### config.mk
export PLATFORM = sky130hd
export DESIGN_NAME = spi_master
export DESIGN_NICKNAME = d
export VERILOG_FILES = /design/src/rtl/spi_master_pkg.sv /design/src/rtl/spi_master.sv
export SDC_FILE = /design/constraint.sdc
export NUM_CORES = 1
export LEC_CHECK = 0
export BUFFER_PORTS_ARGS = -buffer_cell sky130_fd_sc_hd__buf_4
export CAP_MARGIN = 20
export CORE_ASPECT_RATIO = 0.9
export CORE_UTILIZATION = 50
export CTS_BUF_LIST = sky130_fd_sc_hd__clkbuf_4
export CTS_CLUSTER_SIZE = 14
export DETAILED_ROUTE_END_ITERATION = 8
export GPL_TIMING_DRIVEN = 0
export PLACE_DENSITY = 0.81
export SYNTH_ARGS = -nofsm -noshare
export SYNTH_HDL_FRONTEND = slang
export SYNTH_SLANG_ARGS = --single-unit
### constraint.sdc
create_clock -name sys_clk -period 2.59 [get_ports sys_clk]
set_clock_uncertainty 0.15 [all_clocks]
set_input_delay 0 -clock sys_clk [delete_from_list [all_inputs] [get_ports sys_clk]]
set_output_delay 0 -clock sys_clk [all_outputs]
set_load 0.02 [all_outputs]
### src/rtl/spi_master_pkg.sv
// Shared types and helpers for the mode-0 SPI master.
// Holds the transfer FSM encoding and the effective-length clamp.
package spi_master_pkg;

    typedef enum logic [1:0] {
        IDLE    = 2'd0,
        XFER_LO = 2'd1,
        XFER_HI = 2'd2
    } state_t;

    // Effective transfer length: requested size clamped to the register width.
    function automatic int unsigned eff_len(input int unsigned size, input int unsigned width);
        return (size > width) ? width : size;
    endfunction

endpackage

### src/rtl/spi_master.sv
// Single-channel SPI master, mode 0, fixed divide-by-2 SPI clock.
// Sends the low N bits of d_in MSB-first and returns the N captured bits right-aligned.
module spi_master
    import spi_master_pkg::*;
#(
    parameter int reg_width     = 8,
    parameter int counter_width = $clog2(reg_width)
) (
    input  logic                   sys_clk,
    input  logic                   rstn,
    input  logic                   t_start,
    input  logic [reg_width-1:0]   d_in,
    input  logic [counter_width:0] t_size,
    output logic [reg_width-1:0]   d_out,
    input  logic                   miso,
    output logic                   mosi,
    output logic                   spi_clk,
    output logic                   cs
);

    localparam int CW = counter_width + 1;

    state_t                 state_reg;
    logic [reg_width-1:0]   tx_reg;
    logic [reg_width-1:0]   rx_reg;
    logic [reg_width-1:0]   d_out_reg;
    logic [counter_width:0] len_reg;
    logic [counter_width:0] cnt_reg;
    logic                   mosi_reg;
    logic                   spi_clk_reg;
    logic                   cs_reg;

    logic [counter_width:0] n_eff;
    logic [counter_width:0] shamt;
    logic [reg_width-1:0]   tx_load;
    logic [reg_width-1:0]   tx_shift;
    logic [reg_width-1:0]   rx_shift;
    logic                   last_bit;

    assign n_eff    = CW'(eff_len(32'(t_size), 32'(reg_width)));
    assign shamt    = CW'(reg_width) - n_eff;
    // Left-justify the low N bits so the TX MSB is always the bit on the wire.
    assign tx_load  = d_in << shamt;
    assign tx_shift = tx_reg << 1;
    assign rx_shift = (rx_reg << 1) | reg_width'(miso);
    assign last_bit = (cnt_reg == len_reg - 1'b1);

    always_ff @(posedge sys_clk) begin
        if (rstn) begin
            state_reg   <= IDLE;
            cs_reg      <= 1'b1;
            spi_clk_reg <= 1'b0;
            mosi_reg    <= 1'b0;
            d_out_reg   <= '0;
            tx_reg      <= '0;
            rx_reg      <= '0;
            len_reg     <= '0;
            cnt_reg     <= '0;
        end else begin
            case (state_reg)
                IDLE: begin
                    if (t_start && (t_size != '0)) begin
                        len_reg   <= n_eff;
                        tx_reg    <= tx_load;
                        mosi_reg  <= tx_load[reg_width-1];
                        rx_reg    <= '0;
                        cnt_reg   <= '0;
                        cs_reg    <= 1'b0;
                        state_reg <= XFER_LO;
                    end
                end
                XFER_LO: begin
                    spi_clk_reg <= 1'b1;
                    rx_reg      <= rx_shift;
                    state_reg   <= XFER_HI;
                end
                XFER_HI: begin
                    spi_clk_reg <= 1'b0;
                    if (last_bit) begin
                        cs_reg    <= 1'b1;
                        mosi_reg  <= 1'b0;
                        // RX was cleared at start, so N shifts leave it right-aligned and zero-extended.
                        d_out_reg <= rx_reg;
                        state_reg <= IDLE;
                    end else begin
                        cnt_reg   <= cnt_reg + 1'b1;
                        tx_reg    <= tx_shift;
                        mosi_reg  <= tx_shift[reg_width-1];
                        state_reg <= XFER_LO;
                    end
                end
                default: state_reg <= IDLE;
            endcase
        end
    end

    assign d_out   = d_out_reg;
    assign mosi    = mosi_reg;
    assign spi_clk = spi_clk_reg;
    assign cs      = cs_reg;

endmodule

### Word-level counts from Yosys, hierarchy flattened

Index checks and enable logic that the tools add are counted.

| cells by class | value |
|---|---|
| add/subtract/negate cells | 3 |
| $lt $le $gt $ge | 1 |
| eq/ne operators | 6 |
| shifts and indexed selects | 1 |
| mux-type cells | 19 |
| bitwise gates (word level) | 1 |
| reduce and logical (&&, ||, !) cells | 12 |

Operator list:

| kind | count |
|---|---|
| $pmux W8 S2 | 1 |
| $mux W7 | 2 |
| $pmux W7 S2 | 1 |
| $mux W4 | 3 |
| $mux W8 | 1 |
| $or A8 B1 Y8 | 1 |
| $pmux W4 S2 | 1 |
| $reduce_and A2 Y1 | 4 |
| $shl A8 B4 Y8 | 1 |
| $ne A2 B2 Y1 const B | 3 |
| $pmux W1 S2 | 3 |
| $pmux W2 S3 | 1 |
| $reduce_and A3 Y1 | 2 |
| $reduce_bool A2 Y1 | 3 |
| $mux W1 | 5 |
| $add A4 B1 Y4 const B | 1 |
| $eq A4 B4 Y1 | 1 |
| $gt A4 B4 Y1 const B | 1 |
| $reduce_bool A4 Y1 | 1 |
| $sub A4 B1 Y4 const B | 1 |
| $sub A4 B4 Y4 const A | 1 |
| $eq A2 B1 Y1 const B | 1 |
| $eq A2 B2 Y1 const B | 1 |
| $logic_not A2 Y1 | 1 |
| 2 further kinds | 2 |

| storage, ports and cells | value |
|---|---|
| register bits | 36 |
| bits of input ports | 16 |
| output and inout port bits | 11 |

### Depth between registers and ports, before layout

| logic depth | value |
|---|---|
| depth in word-level cells | 6 |
| mapped depth | 10 |
| depth with buffers taken out | 8 |

### Worst setup path before layout

OpenSTA, ideal clock, no wires.

| timing path | value |
|---|---|
| kind | input to register |
| start | input port t_size[0] |
| end | register mosi_reg (netlist: mosi) |
| arrival | 1.902 ns |
| path slack | 0.403 ns |
| cell stages on the path | 10 |
| path through | nor2b_1 clkbuf_1 inv_2 ha_1 buf_1 mux2i_1 nor2_1 o21ba_2 a311oi_1 a211oi_1 |

| between the ends | value |
|---|---|
| longest elaborated chain between the ends | 6 |
| elaborated cells between the ends (all ways) | 10 |

Ends and longest elaborated chain:

| what | RTL line | RTL |
|---|---|---|
| start: declaration | spi_master.sv:13 | `input logic [counter_width:0] t_size,` |
| $gt A4 B4 Y1 | spi_master_pkg.sv:13 | `return (size > width) ? width : size;` |
| $mux W4 | spi_master_pkg.sv:13 |  |
| $sub A4 B4 Y4 | spi_master.sv:41 | `assign shamt = CW'(reg_width) - n_eff;` |
| $shl A8 B4 Y8 | spi_master.sv:43 | `assign tx_load = d_in << shamt;` |
| $mux W1 | spi_master.sv:62 | `if (t_start && (t_size != '0)) begin` |
| $pmux W1 S2 | spi_master.sv:60 | `case (state_reg)` |
| end signal: assignment | spi_master.sv:65 | `mosi_reg <= tx_load[reg_width-1];` |
| end signal: assignment | spi_master.sv:88 | `mosi_reg <= tx_shift[reg_width-1];` |
| end: declaration | spi_master.sv:29 | `logic mosi_reg;` |

Several ways; a longest one is shown, not always the timed one. The select of a mux whose other input is x is not followed.
A chain may end at the register's enable or synchronous reset.

### Final worst setup path

| timing path | value |
|---|---|
| start | input port t_size[1] |
| end | register rx_reg[1] |

| between the ends | value |
|---|---|
| longest elaborated chain between the ends | 4 |

Ends and longest elaborated chain:

| what | RTL line | RTL |
|---|---|---|
| $reduce_bool A4 Y1 | spi_master.sv:62 |  |
| $logic_and A1 B1 Y1 | spi_master.sv:62 |  |
| $ne A2 B2 Y1 (no line) | - |  |
| $reduce_and A2 Y1 (no line) | - |  |
| end signal: assignment | spi_master.sv:74 | `rx_reg <= rx_shift;` |
| end: declaration | spi_master.sv:25 | `logic [reg_width-1:0] rx_reg;` |

No other way between the ends.

==> metrics.txt <==
Synth Warn #=0; routed wire length=4050 um; WL/cell=13.9 um; ant diodes=0; Post-Synthesis Cells=208; final period demand of the worst path=2.43 ns; GR Util All Layers=0.224; critical-path maximum fanout=9; routed via count=1622; Netlist cell types=49; endpoints failing setup=0; most frequent cells after synthesis=nor2_1 (39), dfxtp_1 (36), mux2i_1 (16); Yosys reg bits=36; worst skew pair latency=roughly 0.33 ns; first-pass GRT wire length=6840 um; Pwr Density=588 nW/um2; Area Growth Syn to Fin=19.4%; status=finished clean; DIE WIDTH=67.1 um; GP Congestion=0.847; vias per inst=around 5.6; DP Area=2150 um2; hold path depth=4; Post-Place Worst Slack=-0.0459 ns; Antenna Nets Post-Route=0; WHS=0.0222 ns; Final Hold Vio Count=0; arrival time worst endpoint=2.49 ns; global route overflow=0; setup_tns=0 ns; r2r worst-path depth=7; Post-Layout Cell Count=292; dpl cells=277; Design Area, Final=roughly 2300 um2; total power=between 1 and 1.5 mW; Tcrit/Tclk final=0.938; Root Driver=clkbuf_4; # rows=20; Starting Density=0.544; critical path type=input pin to flip-flop; 1st-pass router iterations=4; Core Util, Final=0.650; Worst EP required=2.65 ns; antenna violations before repair=0; 1st-iter DRT viols=between 80 and 90; EDFF count, synth=0; syn avg cell area=9.16 um2; syn nets=231; max cap viols=0; Worst-path clk slew=0.11 ns; dominant cell type by area after synthesis=dfxtp_1; share of cells above drive strength 1=0.210; H-tree levels=2; CTS tree=built; nets@finish=270; largest net degree at the start of global routing=12; Synth Cell Area=between 1500 and 2000 um2; clk sinks=36; Area contributors post-synth=dfxtp_1 (38%), mux2i_1 (8.4%), nor2_1 (7.7%); CORE AREA=3500 um2; most numerous cell in the Yosys netlist=nor2_1; post-synth top area share=0.378; post-CTS setup repair buffer count=0; relative slew slack=0.622; Seq/Total Area, Yosys=0.378; Synth async-reset ratio=0; Die H=roughly 61 um; Max Buffers Root-to-Sink=2; RSZ-0062 raised after global routing=false; pins over their slew limit=0; Worst IR Drop VDD=roughly 0.00039 V; IO Pins=27; top_reg_cell synth=dfxtp_1; FMAX=412 MHz; TritonCTS Buffers=5; leakage power=0.978 nW; Worst setup SP type=input pin; Least-Margin Pin Slew=around 0.56 ns; post_cts resized=0; vias in the first global route=~1500; DRC Markers=0; Final WS setup=0.160 ns; endpoint class of the critical path=flip-flop; post-DP HPWL=2840 um; die area=4060 um2; Worst Hold Class=input pin to flip-flop; PortBufs=25
power breakdown:
part / switching [mW] / leakage, nW / internal (mW)
sequential: 0.0344 / 0.293 / 0.601
clock: 0.183 / 0.0324 / 0.0997
combinational: 0.237 / 0.653 / 0.183
worst max-delay path, stage by stage:
cell and delay [ns]:
dlygate4sd3_1 0.53, buf_4 0.15, o41ai_2 0.39, dlygate4sd3_1 0.66, nand2_1 0.10, and2_1 0.17
clkbuf_1 0.20, a22oi_1 0.23, nor2_1 0.06
cell usage in the layout, fill, tap and decap left out, types with 2 or more instances in the layout:
master / instances
a22oi_1: 8
buf_6: 2
nand2_1: 8
o21ba_2: 2
nand2b_1: 3
ha_1: 7
clkbuf_4: 5
mux2_2: 2
and2_1: 2
dlygate4sd3_1: 8
clkbuf_1: 8
nor2_1: 39
buf_4: 25
o21bai_1: 2
dfxtp_1: 36
a21oi_1: 12
inv_1: 7
a211oi_1: 9
nor2b_1: 3
mux2i_1: 16
nand3_1: 2
clkinv_2: 2
xnor2_1: 4
a31oi_1: 2
nor3_1: 4
a211o_1: 3
metal layers:
metal | part of all wire | global-route usage
met4 | 0.0084 | 0.0547
met1 | 0.49 | 0.298
met3 | 0.038 | 0.0470
met2 | 0.46 | 0.370
met5 | 0 | 0
layout make-up:
cell class / count / area (um2)
multi-input combinational: 152 / 1090
sequential: 36 / 721
fill: 295 / 1230
clock inverter: 3 / 13.8
timing repair buffer: 33 / 268
tap: 44 / 55.1
inverter: 8 / 30.0
buffer: 11 / 57.6
clock buffer: 5 / 37.5
timing repair:
item	CTS	global route
endpoints found under the hold margin	9	0
hold buffers	8	0
setup endpoints to repair	0	1
cells by family (layout without fill, tap and decap cells):
logic type | after synthesis | after routing | synth area share
AO/OA/AOI/OAI | 49 | 49 | 0.206
XOR/XNOR | 6 | 6 | 0.0361
adder cells (fa/ha/maj) | 7 | 7 | 0.0460
buffers and inverters | 20 | 60 | 0.0479
flip-flops | 36 | 36 | 0.378
multiplexers | 19 | 19 | 0.104
AND/OR/NAND/NOR | 71 | 71 | 0.182
worst paths after layout:
path | from | end | slack (ns)
worst max-delay path | t_size[1] | rx_reg[1] | 0.16
worst min-delay path | t_size[2] | len_reg[2] | 0.02
worst max register to register | state_reg[0] | cnt_reg[3] | 0.25
worst min register to register | len_reg[3] | len_reg[3] | 0.34
Note: power is estimated with default switching activity, not from simulation.
